--- src/rtl/spin_game_ctrl.sv ---
// rtl/spin_game_ctrl.sv - spin-wheel game controller: debounced stop button, judge, score, LED display
// SPIN_GAME_STREAK_EN: when defined, a lose (incl. timeout) clears the score so it counts a win streak.
`timescale 1ns/1ps
module spin_game_ctrl #(
  parameter int DEB_TICKS   = 4,
  parameter int HOLD_TICKS  = 40,
  parameter int BLINK_TICKS = 8,
  parameter int TOUT_TICKS  = 200,
  parameter int SCORE_W     = 4
) (
  input  logic               clk_i,
  input  logic               rst_ni,
  input  logic               tick_i,
  input  logic               btn_i,
  input  logic [2:0]         pos_i,
  input  logic               running_i,
  input  logic [2:0]         target_i,
  output logic               stop_o,
  output logic [7:0]         led_o,
  output logic               win_o,
  output logic               lose_o,
  output logic [SCORE_W-1:0] score_o
);

  typedef enum logic [2:0] {ARM, RUN, STOPPING, JUDGE, SHOW, RELEASE} state_t;

  localparam logic [7:0]         DEB_MAX   = 8'(DEB_TICKS);
  localparam logic [7:0]         BLINK_MAX = 8'(BLINK_TICKS);
  localparam logic [15:0]        HOLD_MAX  = 16'(HOLD_TICKS);
  localparam logic [15:0]        TOUT_MAX  = 16'(TOUT_TICKS);
  localparam logic [SCORE_W-1:0] SCORE_SAT = '1;

  state_t state, state_n;

  logic       sync1, sync2, deb_level, press;
  logic [7:0] deb_cnt;

  logic [15:0]        cnt, cnt_n;
  logic [7:0]         blink_cnt, blink_cnt_n;
  logic               blink_off, blink_off_n;
  logic               timeout, timeout_n;
  logic [2:0]         pos_q, pos_q_n;
  logic               enter, judge_win;
  logic               stop_n, win_n, lose_n;
  logic [7:0]         led_n;
  logic [SCORE_W-1:0] score_n;

  // Button: 2-FF synchronizer, then a tick-based debouncer; press fires with the accepted rising edge.
  always_ff @(posedge clk_i or negedge rst_ni) begin
    if (!rst_ni) begin
      sync1     <= 1'b0;
      sync2     <= 1'b0;
      deb_level <= 1'b0;
      deb_cnt   <= '0;
      press     <= 1'b0;
    end else begin
      sync1 <= btn_i;
      sync2 <= sync1;
      press <= 1'b0;
      if (sync2 == deb_level) begin
        deb_cnt <= '0;
      end else if (tick_i) begin
        if (deb_cnt + 8'd1 >= DEB_MAX) begin
          deb_cnt   <= '0;
          deb_level <= sync2;
          press     <= sync2;
        end else begin
          deb_cnt <= deb_cnt + 8'd1;
        end
      end
    end
  end

  always_comb begin
    state_n   = state;
    timeout_n = timeout;
    case (state)
      ARM:      if (running_i) state_n = RUN;
      RUN:      if (press) state_n = STOPPING;
      STOPPING: begin
        if (!running_i) begin
          state_n = JUDGE;
        end else if (cnt >= TOUT_MAX) begin
          state_n   = JUDGE;
          timeout_n = 1'b1;
        end
      end
      JUDGE:    state_n = SHOW;
      SHOW:     if (cnt >= HOLD_MAX) state_n = RELEASE;
      RELEASE:  if (running_i) state_n = RUN;
      default:  state_n = ARM;
    endcase
    if (state_n == STOPPING && state != STOPPING) timeout_n = 1'b0;

    // Counters restart on every state entry; a tick on the transition counts for the new state.
    enter       = (state_n != state);
    cnt_n       = enter ? '0 : cnt;
    blink_cnt_n = enter ? '0 : blink_cnt;
    blink_off_n = enter ? 1'b0 : blink_off;
    if (tick_i) begin
      if (cnt_n != 16'hFFFF) cnt_n = cnt_n + 16'd1;
      if (blink_cnt_n + 8'd1 >= BLINK_MAX) begin
        blink_cnt_n = '0;
        blink_off_n = ~blink_off_n;
      end else begin
        blink_cnt_n = blink_cnt_n + 8'd1;
      end
    end

    judge_win = !timeout && (pos_i == target_i);
    pos_q_n   = (state == JUDGE) ? pos_i : pos_q;
    score_n   = score_o;
    win_n     = win_o;
    lose_n    = lose_o;
    if (state == JUDGE) begin
      win_n  = judge_win;
      lose_n = !judge_win;
      if (judge_win && score_o != SCORE_SAT) score_n = score_o + SCORE_W'(1);
`ifdef SPIN_GAME_STREAK_EN
      if (!judge_win) score_n = '0;
`endif
    end
    if (state_n != SHOW) begin
      win_n  = 1'b0;
      lose_n = 1'b0;
    end

    stop_n = state_n inside {STOPPING, JUDGE, SHOW};
    case (state_n)
      ARM:     led_n = '0;
      SHOW:    led_n = (win_n && blink_off_n) ? 8'h00 : (8'd1 << pos_q_n);
      default: led_n = 8'd1 << pos_i;
    endcase
  end

  always_ff @(posedge clk_i or negedge rst_ni) begin
    if (!rst_ni) begin
      state     <= ARM;
      cnt       <= '0;
      blink_cnt <= '0;
      blink_off <= 1'b0;
      timeout   <= 1'b0;
      pos_q     <= '0;
      stop_o    <= 1'b0;
      led_o     <= '0;
      win_o     <= 1'b0;
      lose_o    <= 1'b0;
      score_o   <= '0;
    end else begin
      state     <= state_n;
      cnt       <= cnt_n;
      blink_cnt <= blink_cnt_n;
      blink_off <= blink_off_n;
      timeout   <= timeout_n;
      pos_q     <= pos_q_n;
      stop_o    <= stop_n;
      led_o     <= led_n;
      win_o     <= win_n;
      lose_o    <= lose_n;
      score_o   <= score_n;
    end
  end

endmodule

--- config.mk ---
export PLATFORM = sky130hd
export DESIGN_NAME = spin_game_ctrl
export DESIGN_NICKNAME = d
export VERILOG_FILES = /design/src/rtl/spin_game_ctrl.sv
export SDC_FILE = /design/constraint.sdc
export NUM_CORES = 1
export LEC_CHECK = 0
export CAP_MARGIN = 20
export CORE_MARGIN = 4
export CORE_UTILIZATION = 55
export CTS_CLUSTER_SIZE = 10
export DETAILED_ROUTE_END_ITERATION = 12
export PLACE_DENSITY = 0.86
export SKIP_CTS_REPAIR_TIMING = 1
export SYNTH_ARGS = -nofsm -noshare
export SYNTH_HDL_FRONTEND = slang
export SYNTH_SLANG_ARGS = --single-unit
--- constraint.sdc ---
create_clock -name clk_i -period 4.6 [get_ports clk_i]
set_input_delay 0.69 -clock clk_i [delete_from_list [all_inputs] [get_ports clk_i]]
set_output_delay 0.69 -clock clk_i [all_outputs]
set_load 0.01 [all_outputs]
Yosys cells after proc, flatten, opt, wreduce, memory -nomap -nowiden --
Index checks and enable logic that the tools add are counted.
Operators by class: $add $sub $neg 4, $lt $le $gt $ge 4, bitwise operators 2, shift operators 2, muxes and demuxes 32, equal/unequal tests 15, reduce and logical (&&, ||, !) cells 18
Operators with widths (count):
- 2-to-1 mux 8 bit | 7
- 2-to-1 mux 16 bit | 3
- 2-to-1 mux 3 bit | 6
- adder 16 x 1 -> 16 bit (second input constant) | 1
- adder 8 x 1 -> 8 bit (second input constant) | 2
- greater-or-equal comparator 16 x 6 -> 1 bit (second input constant) | 1
- greater-or-equal comparator 16 x 8 -> 1 bit (second input constant) | 1
- inequality test 16 bit (second input constant) | 1
- one-hot mux 8 bit (2 select lines) | 1
- left shift 1 x 3 -> 8 bit (first input constant) | 2
- one-hot mux 3 bit (5 select lines) | 1
- 2-to-1 mux 1 bit | 14
- == test 3 x 2 -> 1 bit (second input constant) | 4
- nonzero test 2 bit | 5
- == test 3 bit (second input constant) | 3
- greater-or-equal comparator 8 x 3 -> 1 bit (second input constant) | 1
- greater-or-equal comparator 8 x 4 -> 1 bit (second input constant) | 1
- zero test 3 bit | 2
- AND reduction 3 bit | 2
- adder 4 x 1 -> 4 bit (second input constant) | 1
- logical AND 1 bit | 4
- inequality test 4 bit (second input constant) | 1
- == test 3 x 1 -> 1 bit (second input constant) | 1
- == test 3 bit | 1
- 9 further kinds | 11
Storage, ports and cells: output and inout bits 15, register bits 59, input bits 11

Depth between registers and ports, before layout --
depth in word-level cells 13, depth in mapped cells 16, depth with buffers taken out 14

Worst setup path after synthesis --
OpenSTA, ideal clock, no wires.
path kind input to register, start in running_i, end reg led_o[3], path slack 1.678 ns, arrival time 2.840 ns, cell stages on the path 13, setup time 0.082 ns, data required time 4.518 ns, cells stage by stage nor2_1 -> a41oi_1 -> nand2_1 -> o21a_2 -> buf_6 -> and2_1 -> ha_1 -> and3_1 -> a311oi_1 -> a31oi_1 -> xnor2_1 -> a21oi_4 -> o22ai_1
Between the ends: word-level cells in the longest chain between the ends 11, elaborated cells on any way between the ends 18, classes of those cells add/sub: 1; order compare: 1; eq/ne: 3; mux: 10; bitwise: 1; reduce/logical: 2
Ends and longest elaborated chain:
- start, declared | line 16 | input logic running_i,
- 2-to-1 mux 3 bit (on tied branches) | line 78, 90, 81
- one-hot mux 3 bit (5 select lines) (*) | line 77 | case (state)
- inequality test 3 bit | line 96 | enter = (state_n != state);
- 2-to-1 mux 8 bit | line 98 | blink_cnt_n = enter ? '0 : blink_cnt;
- adder 8 x 1 -> 8 bit | line 102 | if (blink_cnt_n + 8'd1 >= BLINK_MAX) begin
- greater-or-equal comparator 8 x 4 -> 1 bit | line 102
- 2-to-1 mux 1 bit | line 102
- 2-to-1 mux 1 bit | line 100 | if (tick_i) begin
- logical AND 1 bit | line 131 | SHOW: led_n = (win_n && blink_off_n) ? 8'h00 : (8'd1 << pos_q_n);
- 2-to-1 mux 8 bit | line 131
- one-hot mux 8 bit (2 select lines) (*) | line 129 | case (state_n)
- net led_n[3] | line 45 | logic [7:0] led_n;
- end signal, assigned | line 157 | led_o <= led_n;
- end, declared | line 19 | output logic [7:0] led_o,
The timed path passes the listed nets; every way through them passes the cells marked *. A chain may end at the register's enable or synchronous reset.

Worst setup path after layout --
start in running_i, end reg led_o[0]
The elaborated chain is that of the path after synthesis.

==> results.cfg <==
[drt]
first_pass_iters = 4
vias = 2237
ant_nets = 0
viasPerCell = 5.663
detail_route.drc_violations = 0
drt_wl_total_mm = 5.688
drt_iter0_drc = 144
routedWlPerCell_um = 14.40

[power]
cellLeakagePower_nw = 1.568
p_total_mw = 1.480
peakVddDrop_v = 0.0002647
cellPowerDensity_mw_per_mm2 = 431.6

[cts]
clockRootBuffer = clkbuf_8
clockBufferDepth = 2
clk_latency_ns = 0.34
cts_tree = done
htreeDepth = 3
clk_pin_slew_worst_paths_ns = 0.07
cts_buffers = 9
clock_sinks = 59

[die]
fp-row-count = 26
start_util_pct = 56.99
die_area_mm2 = 0.006557
core_area_mm2 = 0.005140
ios = 26
die_w_um = 80.98
chipHeight_um = 80.98

[final_layout]
layout-drive-gt1-share_pct = 10.77
nets = 336
final_util_pct = 66.72
syn_to_final_growth_pct = 17.09
finalNonFillerCells = 395
antennaDiodeCount = 0

[place]
placed_cells = 379
hpwlAfterDp_mm = 3.946
port_buffers = 25
gp_congestion = 0.8564

[synth]
synth_area_per_cell_um2 = 10.10
ys.flop_type = dfrtp_1
synthTopCellsByCount = dfrtp_1 (59), nand2_1 (30), nor2_1 (30)
synth_edf_count = 0
async_flop_share_pct = 100.0
syn_inst = 290
yosys_warnings = 0
syn-num-nets = 306
seq_area_frac_synth_pct = 50.41
yosysTopAreaCellShare_pct = 50.41
yosysMostFrequentCell = dfrtp_1
synth_top_cell_by_area = dfrtp_1
ys_ff_latch = 59
synth_cell_type_count = 54
yosys-top-cells-area = dfrtp_1 (50%), xor2_1 (4.5%), nand2_1 (3.8%), nor2_1 (3.8%), and2_1 (3.4%)
synthesis.area_mm2 = 0.002929

[critical_path]
end_kind = flip-flop
cp.arrival_ns = 3.69
startpoint_type = primary input
cp_max_fo = 11
required_ns = 4.85
path_class = primary input to flip-flop

[global_routing]
antenna_found_initial = 0
grt_pass1_vias = 2084
grt_max_degree = 60
grt-ovfl-total = 0
grt_pass1_wl_mm = 9.515
track_usage_pct = 19.34

[sta]
setup_tns_ns = 0
worst_pin_slew_ns = 0.7056
max_freq_mhz = 290.5
fin_crit_ns = 3.443
slew_violations = 0
clock_skew_ns = 0.01119
rsz0062_at_grt = no
slew_headroom_pct = 52.96
finalHoldViolations = 0
period_share_pct = 74.84
setup_viol = 0
finalHoldWorstSlack_ns = 0.3585

[outcome]
outcome = complete, no violations

[run]
maxCapViolCount = 0

[min_path]
hp-class = flip-flop to flip-flop
==> state kept, by name (all words and copies together) (netlist names) <==
name	cells
pos_q	3
state	3
led_o	8
score_o	4
deb_level	1
lose_o	1
cnt	16
sync2	1
stop_o	1
sync1	1
blink_off	1
deb_cnt	8
timeout	1
blink_cnt	8
win_o	1
press	1
==> routing by layer <==
layer	routed length [um]	track usage [%]	part of all wire [%]	vias to the layer above
li1	-	-	-	1089
met1	2595	25.18	46	1084
met2	2717	28.82	48	52
met3	255	5.100	4.5	12
met4	121	11.82	2.1	0
met5	0	0	0	-
==> metrics by stage <==
stage | area [um^2] | worst slack, ns
floorplan | 2929 | 1.678
global placement | 3226 | 1.022
detailed placement | 3226 | 0.8935
CTS | 3430 | 1.227
global route | 3430 | 0.9283
finish | 3430 | 1.157
==> worst max-delay path, stage by stage <==
cell             delay (ns)
clkdlybuf4s50_1        0.60
nor2_1                 0.07
a41oi_1                0.22
nand2_1                0.13
o21a_2                 0.20
and2_1                 0.19
ha_1                   0.25
and3_1                 0.21
a311oi_1               0.33
a31oi_1                0.15
xnor2_1                0.29
a21oi_4                0.14
o22ai_1                0.21
==> placed cells by master, fill, tap and decap left out, types with 2 or more instances in the layout <==
master,n
a31o_1,2
a41oi_1,2
nor2_1,30
nand2_1,30
and4_1,2
and3_1,4
nor4_2,2
xor2_1,15
mux2_2,2
o22ai_1,10
xnor2_1,5
nand4_1,9
nand2b_1,7
a31oi_1,4
nand3_1,12
nand3b_1,4
nand3_2,2
inv_1,8
ha_1,5
o21ai_1,2
a21oi_1,7
nor4_1,2
clkinv_4,2
a311oi_1,2
o21ai_2,2
o211ai_1,2
dfrtp_1,59
mux2i_1,4
clkdlybuf4s50_1,24
clkbuf_8,10
o21ai_0,6
clkinvlp_4,2
nor3b_1,2
buf_4,2
or2_2,2
nor3_1,3
and2_1,16
==> final cells by class <==
class                   count  area (um^2)
multi-input cells         215         1371
well taps                  70        87.58
fillers                   394         1710
inverters                   8        30.03
repair buffers             27        260.3
flip-flops and latches     59         1476
clock buffers              11        141.4
clock inverters             5        62.56
==> power by group <==
group	switching (mW)	leakage [nW]	internal (mW)
sequential	0.0767	0.788	0.591
combinational	0.192	0.684	0.145
clock	0.208	0.0957	0.267
==> final timing paths <==
check / slack (ns) / end / depth (start not counted) / from
min reg2reg: 0.36 / sync2 / 0 / sync1
max in group asynchronous: 3.65 / lose_o / 2 / rst_ni
max: 1.16 / led_o[0] / 13 / running_i
min: 0.36 / sync2 / 0 / sync1
max reg2reg: 1.42 / led_o[0] / 12 / state[2]
min in group asynchronous: 0.49 / cnt[12] / 2 / rst_ni
==> cells by family after synthesis <==
group           count (synthesis)  share of synthesized area (%)
compound gates                 49                          11.53
xor+xnor                       20                          5.980
fa+ha+maj                       5                          2.136
buf+inv                        16                          2.777
flops                          59                          50.41
mux                             6                          2.136
simple gates                  135                          25.03
(Power assumes the default switching activity.)
